--- config.mk ---
export PLATFORM = sky130hd
export DESIGN_NAME = master_select_ctrl_flat
export DESIGN_NICKNAME = d
export VERILOG_FILES = /design/src/rtl/master_select_ctrl_if.sv /design/src/rtl/master_select_ctrl.sv /design/src/flat_wrapper.sv
export SDC_FILE = /design/constraint.sdc
export NUM_CORES = 1
export LEC_CHECK = 0
export ABC_CLOCK_PERIOD_IN_PS = 2100
export BUFFER_PORTS_ARGS = -buffer_cell sky130_fd_sc_hd__buf_2
export CELL_PAD_IN_SITES_DETAIL_PLACEMENT = 1
export CELL_PAD_IN_SITES_GLOBAL_PLACEMENT = 2
export CORE_UTILIZATION = 33
export CTS_BUF_LIST = sky130_fd_sc_hd__clkbuf_16
export CTS_CLUSTER_SIZE = 10
export DETAILED_ROUTE_END_ITERATION = 12
export GPL_ROUTABILITY_DRIVEN = 0
export PLACE_DENSITY = 0.82
export SLEW_MARGIN = 5
export SYNTH_ARGS = -nofsm -noshare
export SYNTH_HDL_FRONTEND = slang
export SYNTH_SLANG_ARGS = --single-unit
--- constraint.sdc ---
create_clock -name clk -period 2.1 [get_ports clk]
set_clock_uncertainty 0.05 [all_clocks]
set_input_delay 0.21 -clock clk [delete_from_list [all_inputs] [get_ports clk]]
set_output_delay 0.21 -clock clk [all_outputs]
set_load 0.1 [all_outputs]
--- src/rtl/master_select_ctrl_if.sv ---
// Signal bundle between the A/B master sequencer and its surroundings.
// The slave modport is the sequencer's view; the master modport drives heartbeats and requests.
interface master_select_ctrl_if;
  logic       io_a;
  logic       io_b;
  logic       force_swi;
  logic       com_swi;
  logic       switch;
  logic       mute;
  logic       reset_A;
  logic       reset_B;
  logic       fault;
  logic       reject;
  logic       busy;
  logic [7:0] swap_cnt;

  modport slave (
    input  io_a, io_b, force_swi, com_swi,
    output switch, mute, reset_A, reset_B, fault, reject, busy, swap_cnt
  );

  modport master (
    output io_a, io_b, force_swi, com_swi,
    input  switch, mute, reset_A, reset_B, fault, reject, busy, swap_cnt
  );
endinterface

--- src/rtl/master_select_ctrl.sv ---
// A/B master-CPU selection sequencer: startup pick, heartbeat failover with a muted
// guard window, commanded/forced swaps, and a reset pulse to the CPU that failed.
module master_select_ctrl #(
  parameter int STARTUP = 1000,
  parameter int HOLDOFF = 5000,
  parameter int GUARD   = 16,
  parameter int RST_LEN = 50000,
  parameter int CW      = 20
) (
  input logic                clk,
  input logic                rst,
  master_select_ctrl_if.slave bus
);

  typedef enum logic [1:0] {
    S_INIT    = 2'd0,
    S_RUN     = 2'd1,
    S_SWAP    = 2'd2,
    S_RECOVER = 2'd3
  } state_e;

  localparam logic [CW-1:0] STARTUP_LAST = CW'(STARTUP - 1);
  localparam logic [CW-1:0] GUARD_LAST   = CW'(GUARD - 1);
  localparam logic [CW-1:0] RST_LAST     = CW'(RST_LEN - 1);
  localparam logic [CW-1:0] HOLD_MAX     = CW'(HOLDOFF);
  localparam logic [CW-1:0] CNT_ONE      = CW'(1);

  state_e        state_q, state_d;
  logic [CW-1:0] cnt_q, cnt_d;
  logic [CW-1:0] fail_q, fail_d;
  logic          reason_fail_q, reason_fail_d;
  logic          failed_b_q, failed_b_d;
  logic          switch_q, switch_d;
  logic          mute_q, mute_d;
  logic          busy_q, busy_d;
  logic          reset_a_q, reset_a_d;
  logic          reset_b_q, reset_b_d;
  logic          fault_q, fault_d;
  logic          reject_q, reject_d;
  logic [7:0]    swap_cnt_q, swap_cnt_d;

  logic          active;
  logic          standby;
  logic          fail_hit;
  logic [CW-1:0] fail_next;
  logic          fault_next;

  always_comb begin
    active     = switch_q ? bus.io_b : bus.io_a;
    standby    = switch_q ? bus.io_a : bus.io_b;
    fail_hit   = (fail_q == HOLD_MAX);
    fail_next  = active ? '0 : (fail_hit ? HOLD_MAX : fail_q + CNT_ONE);
    // Fault latches at a declared failure with nobody to take over; any live heartbeat clears it.
    fault_next = (bus.io_a || bus.io_b) ? 1'b0 : ((fail_hit && !standby) ? 1'b1 : fault_q);
  end

  // NOTE: every next-state signal gets its hold/default value first, so no path through
  // the case statement can leave one unassigned and infer a latch.
  always_comb begin
    state_d       = state_q;
    cnt_d         = cnt_q;
    fail_d        = fail_q;
    reason_fail_d = reason_fail_q;
    failed_b_d    = failed_b_q;
    switch_d      = switch_q;
    reset_a_d     = reset_a_q;
    reset_b_d     = reset_b_q;
    fault_d       = fault_q;
    reject_d      = 1'b0;
    swap_cnt_d    = swap_cnt_q;

    unique case (state_q)
      S_INIT: begin
        cnt_d = cnt_q + CNT_ONE;
        if (cnt_q == STARTUP_LAST) begin
          cnt_d    = '0;
          fail_d   = '0;
          switch_d = !bus.io_a && bus.io_b;
          state_d  = S_RUN;
        end
      end

      S_RUN: begin
        fail_d  = fail_next;
        fault_d = fault_next;
        if (bus.force_swi) begin
          reason_fail_d = 1'b0;
          cnt_d         = '0;
          state_d       = S_SWAP;
        end else if (fail_hit && standby) begin
          reason_fail_d = 1'b1;
          failed_b_d    = switch_q;
          cnt_d         = '0;
          state_d       = S_SWAP;
        end else if (bus.com_swi) begin
          if (standby) begin
            reason_fail_d = 1'b0;
            cnt_d         = '0;
            state_d       = S_SWAP;
          end else begin
            reject_d = 1'b1;
          end
        end
      end

      S_SWAP: begin
        cnt_d = cnt_q + CNT_ONE;
        if (cnt_q == GUARD_LAST) begin
          cnt_d      = '0;
          fail_d     = '0;
          switch_d   = !switch_q;
          swap_cnt_d = (swap_cnt_q == 8'hFF) ? swap_cnt_q : swap_cnt_q + 8'd1;
          if (reason_fail_q) begin
            reset_a_d = !failed_b_q;
            reset_b_d = failed_b_q;
            state_d   = S_RECOVER;
          end else begin
            state_d = S_RUN;
          end
        end
      end

      S_RECOVER: begin
        // Detection keeps running on the new master; any swap it calls for waits for RUN.
        fail_d  = fail_next;
        fault_d = fault_next;
        cnt_d   = cnt_q + CNT_ONE;
        if (cnt_q == RST_LAST) begin
          cnt_d     = '0;
          reset_a_d = 1'b0;
          reset_b_d = 1'b0;
          state_d   = S_RUN;
        end
      end

      default: state_d = S_INIT;
    endcase

    mute_d = (state_d == S_INIT) || (state_d == S_SWAP);
    busy_d = (state_d != S_RUN);
  end

  // NOTE: sequential state is updated with non-blocking assignments so every register
  // samples the pre-edge values, independent of statement order.
  always_ff @(posedge clk) begin
    if (rst) begin
      state_q       <= S_INIT;
      cnt_q         <= '0;
      fail_q        <= '0;
      reason_fail_q <= 1'b0;
      failed_b_q    <= 1'b0;
      switch_q      <= 1'b0;
      mute_q        <= 1'b1;
      busy_q        <= 1'b1;
      reset_a_q     <= 1'b0;
      reset_b_q     <= 1'b0;
      fault_q       <= 1'b0;
      reject_q      <= 1'b0;
      swap_cnt_q    <= 8'd0;
    end else begin
      state_q       <= state_d;
      cnt_q         <= cnt_d;
      fail_q        <= fail_d;
      reason_fail_q <= reason_fail_d;
      failed_b_q    <= failed_b_d;
      switch_q      <= switch_d;
      mute_q        <= mute_d;
      busy_q        <= busy_d;
      reset_a_q     <= reset_a_d;
      reset_b_q     <= reset_b_d;
      fault_q       <= fault_d;
      reject_q      <= reject_d;
      swap_cnt_q    <= swap_cnt_d;
    end
  end

  assign bus.switch   = switch_q;
  assign bus.mute     = mute_q;
  assign bus.busy     = busy_q;
  assign bus.reset_A  = reset_a_q;
  assign bus.reset_B  = reset_b_q;
  assign bus.fault    = fault_q;
  assign bus.reject   = reject_q;
  assign bus.swap_cnt = swap_cnt_q;

endmodule

--- src/flat_wrapper.sv ---
// flat-port wrapper written by rule: the top's interface ports become plain ports
module master_select_ctrl_flat 
#(
  parameter int STARTUP = 1000,
  parameter int HOLDOFF = 5000,
  parameter int GUARD   = 16,
  parameter int RST_LEN = 50000,
  parameter int CW      = 20
)
  (clk, rst, bus_io_a, bus_io_b, bus_force_swi, bus_com_swi, bus_switch, bus_mute, bus_reset_A, bus_reset_B, bus_fault, bus_reject, bus_busy, bus_swap_cnt);
  master_select_ctrl_if bus_i ();
  input logic clk;
  input logic rst;
  input wire logic [$bits(bus_i.io_a)-1:0] bus_io_a;
  input wire logic [$bits(bus_i.io_b)-1:0] bus_io_b;
  input wire logic [$bits(bus_i.force_swi)-1:0] bus_force_swi;
  input wire logic [$bits(bus_i.com_swi)-1:0] bus_com_swi;
  output wire logic [$bits(bus_i.switch)-1:0] bus_switch;
  output wire logic [$bits(bus_i.mute)-1:0] bus_mute;
  output wire logic [$bits(bus_i.reset_A)-1:0] bus_reset_A;
  output wire logic [$bits(bus_i.reset_B)-1:0] bus_reset_B;
  output wire logic [$bits(bus_i.fault)-1:0] bus_fault;
  output wire logic [$bits(bus_i.reject)-1:0] bus_reject;
  output wire logic [$bits(bus_i.busy)-1:0] bus_busy;
  output wire logic [$bits(bus_i.swap_cnt)-1:0] bus_swap_cnt;
  assign bus_i.io_a = bus_io_a;
  assign bus_i.io_b = bus_io_b;
  assign bus_i.force_swi = bus_force_swi;
  assign bus_i.com_swi = bus_com_swi;
  assign bus_switch = bus_i.switch;
  assign bus_mute = bus_i.mute;
  assign bus_reset_A = bus_i.reset_A;
  assign bus_reset_B = bus_i.reset_B;
  assign bus_fault = bus_i.fault;
  assign bus_reject = bus_i.reject;
  assign bus_busy = bus_i.busy;
  assign bus_swap_cnt = bus_i.swap_cnt;
  master_select_ctrl #(.STARTUP(STARTUP), .HOLDOFF(HOLDOFF), .GUARD(GUARD), .RST_LEN(RST_LEN), .CW(CW)) u_core (.clk(clk), .rst(rst), .bus(bus_i));
endmodule
After elaboration in Yosys (flattened, before gate mapping)
Index checks and enable logic that the tools add are counted.

word-level totals
  bits in registers = 59
  input bits = 6

cells by class
  bitwise logic cells = 4
  muxes and demuxes = 41
  reduce and logical (&&, ||, !) cells = 26
  add/subtract/negate cells = 3
  eq/ne operators = 16

operators by type and width
  cell                                                    number
  2-to-1 mux 20 bit                                       11
  case mux 20 bit (4 select lines)                        1
  case mux 20 bit (3 select lines)                        1
  adder 20 x 1 -> 20 bit (second input constant)          2
  equality test 20 x 10 -> 1 bit (second input constant)  1
  equality test 20 x 13 -> 1 bit (second input constant)  1
  equality test 20 x 16 -> 1 bit (second input constant)  1
  equality test 20 x 4 -> 1 bit (second input constant)   1
  2-to-1 mux 1 bit                                        16
  2-to-1 mux 2 bit                                        8
  AND reduction 3 bit                                     4
  inequality test 2 x 1 -> 1 bit (second input constant)  5
  adder 8 x 1 -> 8 bit (second input constant)            1
  equality test 8 bit (second input constant)             1
  case mux 2 bit (4 select lines)                         1
  equality test 2 bit (second input constant)             3
  case mux 1 bit (2 select lines)                         3
  AND reduction 2 bit                                     3
  nonzero test 2 bit                                      3
  nonzero test 3 bit                                      2
  OR reduction 5 bit                                      1
  zero test 1 bit                                         4
  zero test 2 bit                                         2
  inequality test 4 x 2 -> 1 bit (second input constant)  1
  7 further kinds                                         13

Logic depth before layout (Yosys ltp)
  word-level depth = 8
  mapped depth = 10

Worst setup path after synthesis
No wires, ideal clock.

  path type = flip-flop to flip-flop
  from = register u_core.switch_q (netlist: u_core.bus.switch)
  to = register u_core.cnt_q[12]
  slack = -0.431 ns
  cell stages (with the launch flop) = 8
  period minus slack after synthesis = 2.531 ns
  library setup time = 0.117 ns
  data arrival time = 2.364 ns
  cells stage by stage = dfxtp_1 mux2_2 and4_1 clkbuf_2 clkbuf_1 o2111ai_1 xor2_1 nor2_1

between the ends
  longest elaborated chain between the ends = 5
  elaborated cells between the ends (all ways) = 8

ends and longest elaborated chain
  item                              line                       source
  from (decl)                       master_select_ctrl.sv:33   logic switch_q, switch_d;
  from (signal assigned)            master_select_ctrl.sv:166  switch_q <= switch_d;
  2-to-1 mux 1 bit (*)              master_select_ctrl.sv:50   standby = switch_q ? bus.io_a : bus.io_b;
  logical AND 1 bit                 master_select_ctrl.sv:90   end else if (fail_hit && standby) begin
  2-to-1 mux 20 bit                 master_select_ctrl.sv:90
  2-to-1 mux 20 bit                 master_select_ctrl.sv:86   if (bus.force_swi) begin
  case mux 20 bit (4 select lines)  master_select_ctrl.sv:72   unique case (state_q)
  to (signal assigned)              master_select_ctrl.sv:162  cnt_q <= cnt_d;
  to (decl)                         master_select_ctrl.sv:29   logic [CW-1:0] cnt_q, cnt_d;

Every way passes the cells marked *; elsewhere a longest branch is shown, timed or not.
A chain may end at the register's enable or synchronous reset.

Worst setup path after layout
  from = register u_core.fail_q[17]
  to = register u_core.cnt_q[18]

between the ends
  longest elaborated chain between the ends = 5
  elaborated cells between the ends (all ways) = 8

ends and longest elaborated chain
  item                                line                       source
  from (decl)                         master_select_ctrl.sv:30   logic [CW-1:0] fail_q, fail_d;
  from (signal assigned)              master_select_ctrl.sv:163  fail_q <= fail_d;
  equality test 20 x 13 -> 1 bit (*)  master_select_ctrl.sv:51   fail_hit = (fail_q == HOLD_MAX);
  logical AND 1 bit (*)               master_select_ctrl.sv:90
  2-to-1 mux 20 bit                   master_select_ctrl.sv:90
  2-to-1 mux 20 bit                   master_select_ctrl.sv:86
  case mux 20 bit (4 select lines)    master_select_ctrl.sv:72

Marks and branches as above.

==> flow_metrics.tcl <==
set metrics [dict create \
    io_pins 21 \
    rsz0062_at_grt "true" \
    port_buffers 20 \
    hold_depth 2 \
    synth-seq-cells 59 \
    drc 0 \
    async_flop_share 0 \
    grt_pass1_wl_um 15900 \
    synth_seq_area_share 0.383 \
    power.density_mw_per_mm2 665 \
    cts_tree "built" \
    ant_nets 0 \
    r2r-start "u_core.fail_q[17]$_SDFFE_PP0P_" \
    wire_per_inst_um 17.7 \
    dp.cells 542 \
    crit_path_max_fanout 6 \
    r2r-end "u_core.cnt_q[18]$_SDFFE_PP0P_" \
    outcome "complete, no violations" \
    synth.distinct_cells 54 \
    grt_pass1_vias 3206 \
    p_leak_nw 1.66 \
    track_usage 0.207 \
    routed_wl_um 9990 \
    end_kind "flop" \
    synth_edf_count 0 \
    period_minus_slack_ns 2.08 \
    drv_slew 0 \
    fin_crit_sh 0.992 \
    syn_inst 377 \
    drt_iter0_markers 130 \
    holdWs_ns 0.136 \
    yosys_warnings 0 \
    antennaDiodeCount 0 \
    hp-class "in2reg" \
    clk_pin_slew_ns 0.05 \
    n_fill_cell 1039 \
    final_cells 563 \
    h-tree-depth 3 \
    clockRootBuffer "clkbuf_16" \
    grt_start_max_net_pins 21 \
    syn_to_final_growth_pct 36.6 \
    nets 460 \
    fmax_ghz 0.480 \
    first_pass_iters 4 \
    crit_arrival_ns 2.29 \
    reg2reg_slack_ns 0.02 \
    synth_fp_nets 387 \
    path_class "reg2reg" \
    holdCritStartpoint "bus_com_swi" \
    drive_above_1_share 0.301 \
    slew_headroom 0.677 \
    hpwlAfterDp_um 6570 \
    whs_endpoint "u_core.bus.reject$_SDFF_PP0_" \
    avgSynthCellArea_sq_um 8.18 \
    cts_max_path_buffers 2 \
    core_area_sq_mm 0.00889 \
    initial_utilization 0.347 \
    rows 34 \
    vias 3220 \
    vdd_ir_drop_max_mv 0.348 \
    numCtsBuffers 9 \
    setup_viol 0 \
    die_area_sq_mm 0.00974 \
    synth_flop_cell "dfxtp_1" \
    die_w_um 98.7 \
    grt_antenna_before_repair 0 \
    clk-insertion-delay-late_ns 0.33 \
    syn-cell-area_sq_mm 0.00309 \
    hold_viol 0 \
    cts.sinks 59 \
    r2r_cells 7 \
    die_y_um 98.7 \
    overflow 0 \
    max_cap_violations 0 \
    worstSetupStartpointType "flop" \
    viasPerCell 5.72 \
    worstPathRequired_ns 2.31 \
    tightest_slew_ns 0.488 \
]
==> how the worst max path moves through the flow <==
stage / startpoint / endpoint / slack (ns) / depth (start not counted)
CTS: u_core.cnt_q[1]$_SDFFE_PP0P_ / u_core.bus.swap_cnt[5]$_SDFFE_PP0P_ / 0.003 / 8
global route: u_core.fail_q[10]$_SDFFE_PP0P_ / u_core.fail_q[17]$_SDFFE_PP0P_ / -0.04 / 6
detailed placement: u_core.fail_q[0]$_SDFFE_PP0P_ / u_core.cnt_q[18]$_SDFFE_PP0P_ / -0.05 / 9
global placement: u_core.cnt_q[1]$_SDFFE_PP0P_ / u_core.bus.busy$_SDFF_PP1_ / 0.01 / 8
floorplan: u_core.bus.swap_cnt[2]$_SDFFE_PP0P_ / u_core.bus.swap_cnt[5]$_SDFFE_PP0P_ / 0.02 / 6
finish: u_core.fail_q[17]$_SDFFE_PP0P_ / u_core.cnt_q[18]$_SDFFE_PP0P_ / 0.02 / 7
==> final cells by class <==
| class | count | area [sq um] | area share |
|---|---|---|---|
| Inverter | 9 | 33.8 | 0.00801 |
| Tap cell | 108 | 135 | 0.0321 |
| Clock buffer | 10 | 250 | 0.0594 |
| Sequential cell | 59 | 1200 | 0.284 |
| Multi-Input combinational cell | 288 | 1910 | 0.454 |
| Clock inverter | 6 | 76.3 | 0.0181 |
| Timing Repair Buffer | 83 | 609 | 0.145 |
==> registers in the layout, summed over array words and instances (netlist names), 2 cells and up <==
register             flops
u_core.state_q           2
u_core.fail_q           20
u_core.cnt_q            20
u_core.bus.swap_cnt      8
==> where the power goes <==
part | internal, mW | leakage [nW] | switching (mW)
Clock | 1.10 | 0.160 | 0.518
Combinational | 0.0233 | 1.02 | 0.0379
Sequential | 1.12 | 0.481 | 0.00359
==> through the flow <==
step / utilization / TNS (ns) / instance area (sq um) / total power, mW / worst slack, ns
after CTS: 0.457 / 0 / 4070 / 2.83 / 0.00303
after floorplan: - / 0 / 3100 / 1.18 / 0.0239
after detailed placement: 0.417 / -0.117 / 3710 / 1.21 / -0.0495
final: 0.474 / 0 / 4220 / 2.80 / 0.0173
after global routing: 0.474 / -0.246 / 4220 / 2.88 / -0.0433
after global placement: 0.417 / 0 / 3710 / 1.21 / 0.0148
==> synthesized netlist by cell type (3+ instances only) <==
cell	number	share of area
dfxtp_1	59	0.38
nor2_1	56	0.068
nand2_1	27	0.033
a21oi_1	25	0.041
o21ai_0	21	0.034
xor2_1	17	0.048
clkbuf_1	15	0.018
nand4_1	13	0.026
nor3_1	12	0.019
inv_1	9	0.011
a311oi_1	8	0.023
and3_1	8	0.016
nand3_1	8	0.013
or3_1	7	0.014
or4_1	6	0.015
and2_1	5	0.010
mux2i_1	5	0.016
nor4_1	5	0.010
a31oi_1	4	0.0081
and4_1	4	0.011
ha_1	4	0.016
o2111ai_1	4	0.011
xnor2_1	4	0.011
buf_2	3	0.0049
nand2b_1	3	0.0061
nand3b_1	3	0.0073
nor3b_1	3	0.0073
nor4b_1	3	0.0085
o211ai_1	3	0.0073
o21a_1	3	0.0073
==> metal layers <==
| layer | GRT usage | share of wire | vias to the layer above |
|---|---|---|---|
| li1 | - | - | 1526 |
| met5 | 0 | 0 | - |
| met2 | 0.343 | 0.47 | 88 |
| met3 | 0.0333 | 0.034 | 21 |
| met4 | 0.0850 | 0.024 | 0 |
| met1 | 0.270 | 0.47 | 1585 |
==> cell usage in the layout, fill, tap and decap left out, types with 3 or more instances in the layout <==
cell type	instances
a21oi_1	23
a21oi_2	3
a311oi_1	7
a31oi_1	4
and2_1	5
and3_1	7
buf_2	20
buf_4	57
buf_6	3
clkbuf_16	10
clkinv_1	3
dfxtp_1	48
dfxtp_2	10
ha_1	3
inv_1	9
mux2i_1	5
nand2_1	25
nand2b_1	3
nand3_1	8
nand3b_1	3
nand4_1	13
nor2_1	56
nor3_1	9
nor3_2	3
nor3b_1	3
nor4_4	4
o2111ai_1	4
o211ai_1	3
o21a_1	3
o21ai_0	21
or3_1	5
or4_1	6
xnor2_1	4
xor2_1	17
==> critical path, cell delays in order (launching register included) <==
cell	delay, ns
dfxtp_2	0.33
or3_4	0.41
nor4_4	0.14
and4_4	0.28
buf_6	0.12
o211ai_1	0.17
or3_1	0.38
a21oi_1	0.13
==> cell families (layout without fill, tap and decap cells) <==
group                    Yosys count  count (layout)  share of synthesized area
AO/OA/AOI/OAI                     85              85                      0.181
XOR/XNOR                          21              21                     0.0596
adder cells (fa/ha/maj)            4               4                     0.0162
buffers and inverters             30             108                     0.0381
flip-flops                        59              59                      0.383
multiplexers                       6               6                     0.0199
AND/OR/NAND/NOR                  172             172                      0.302
==> repair_timing <==
item                       CTS  global route
buffers inserted             1             3
setup endpoints to repair    7            39
gates cloned                 0             1
hold endpoints to repair     0             0
hold buffers                 0             0
pin swaps                    2            14
resized for setup            5            31
(Power assumes the default switching activity.)
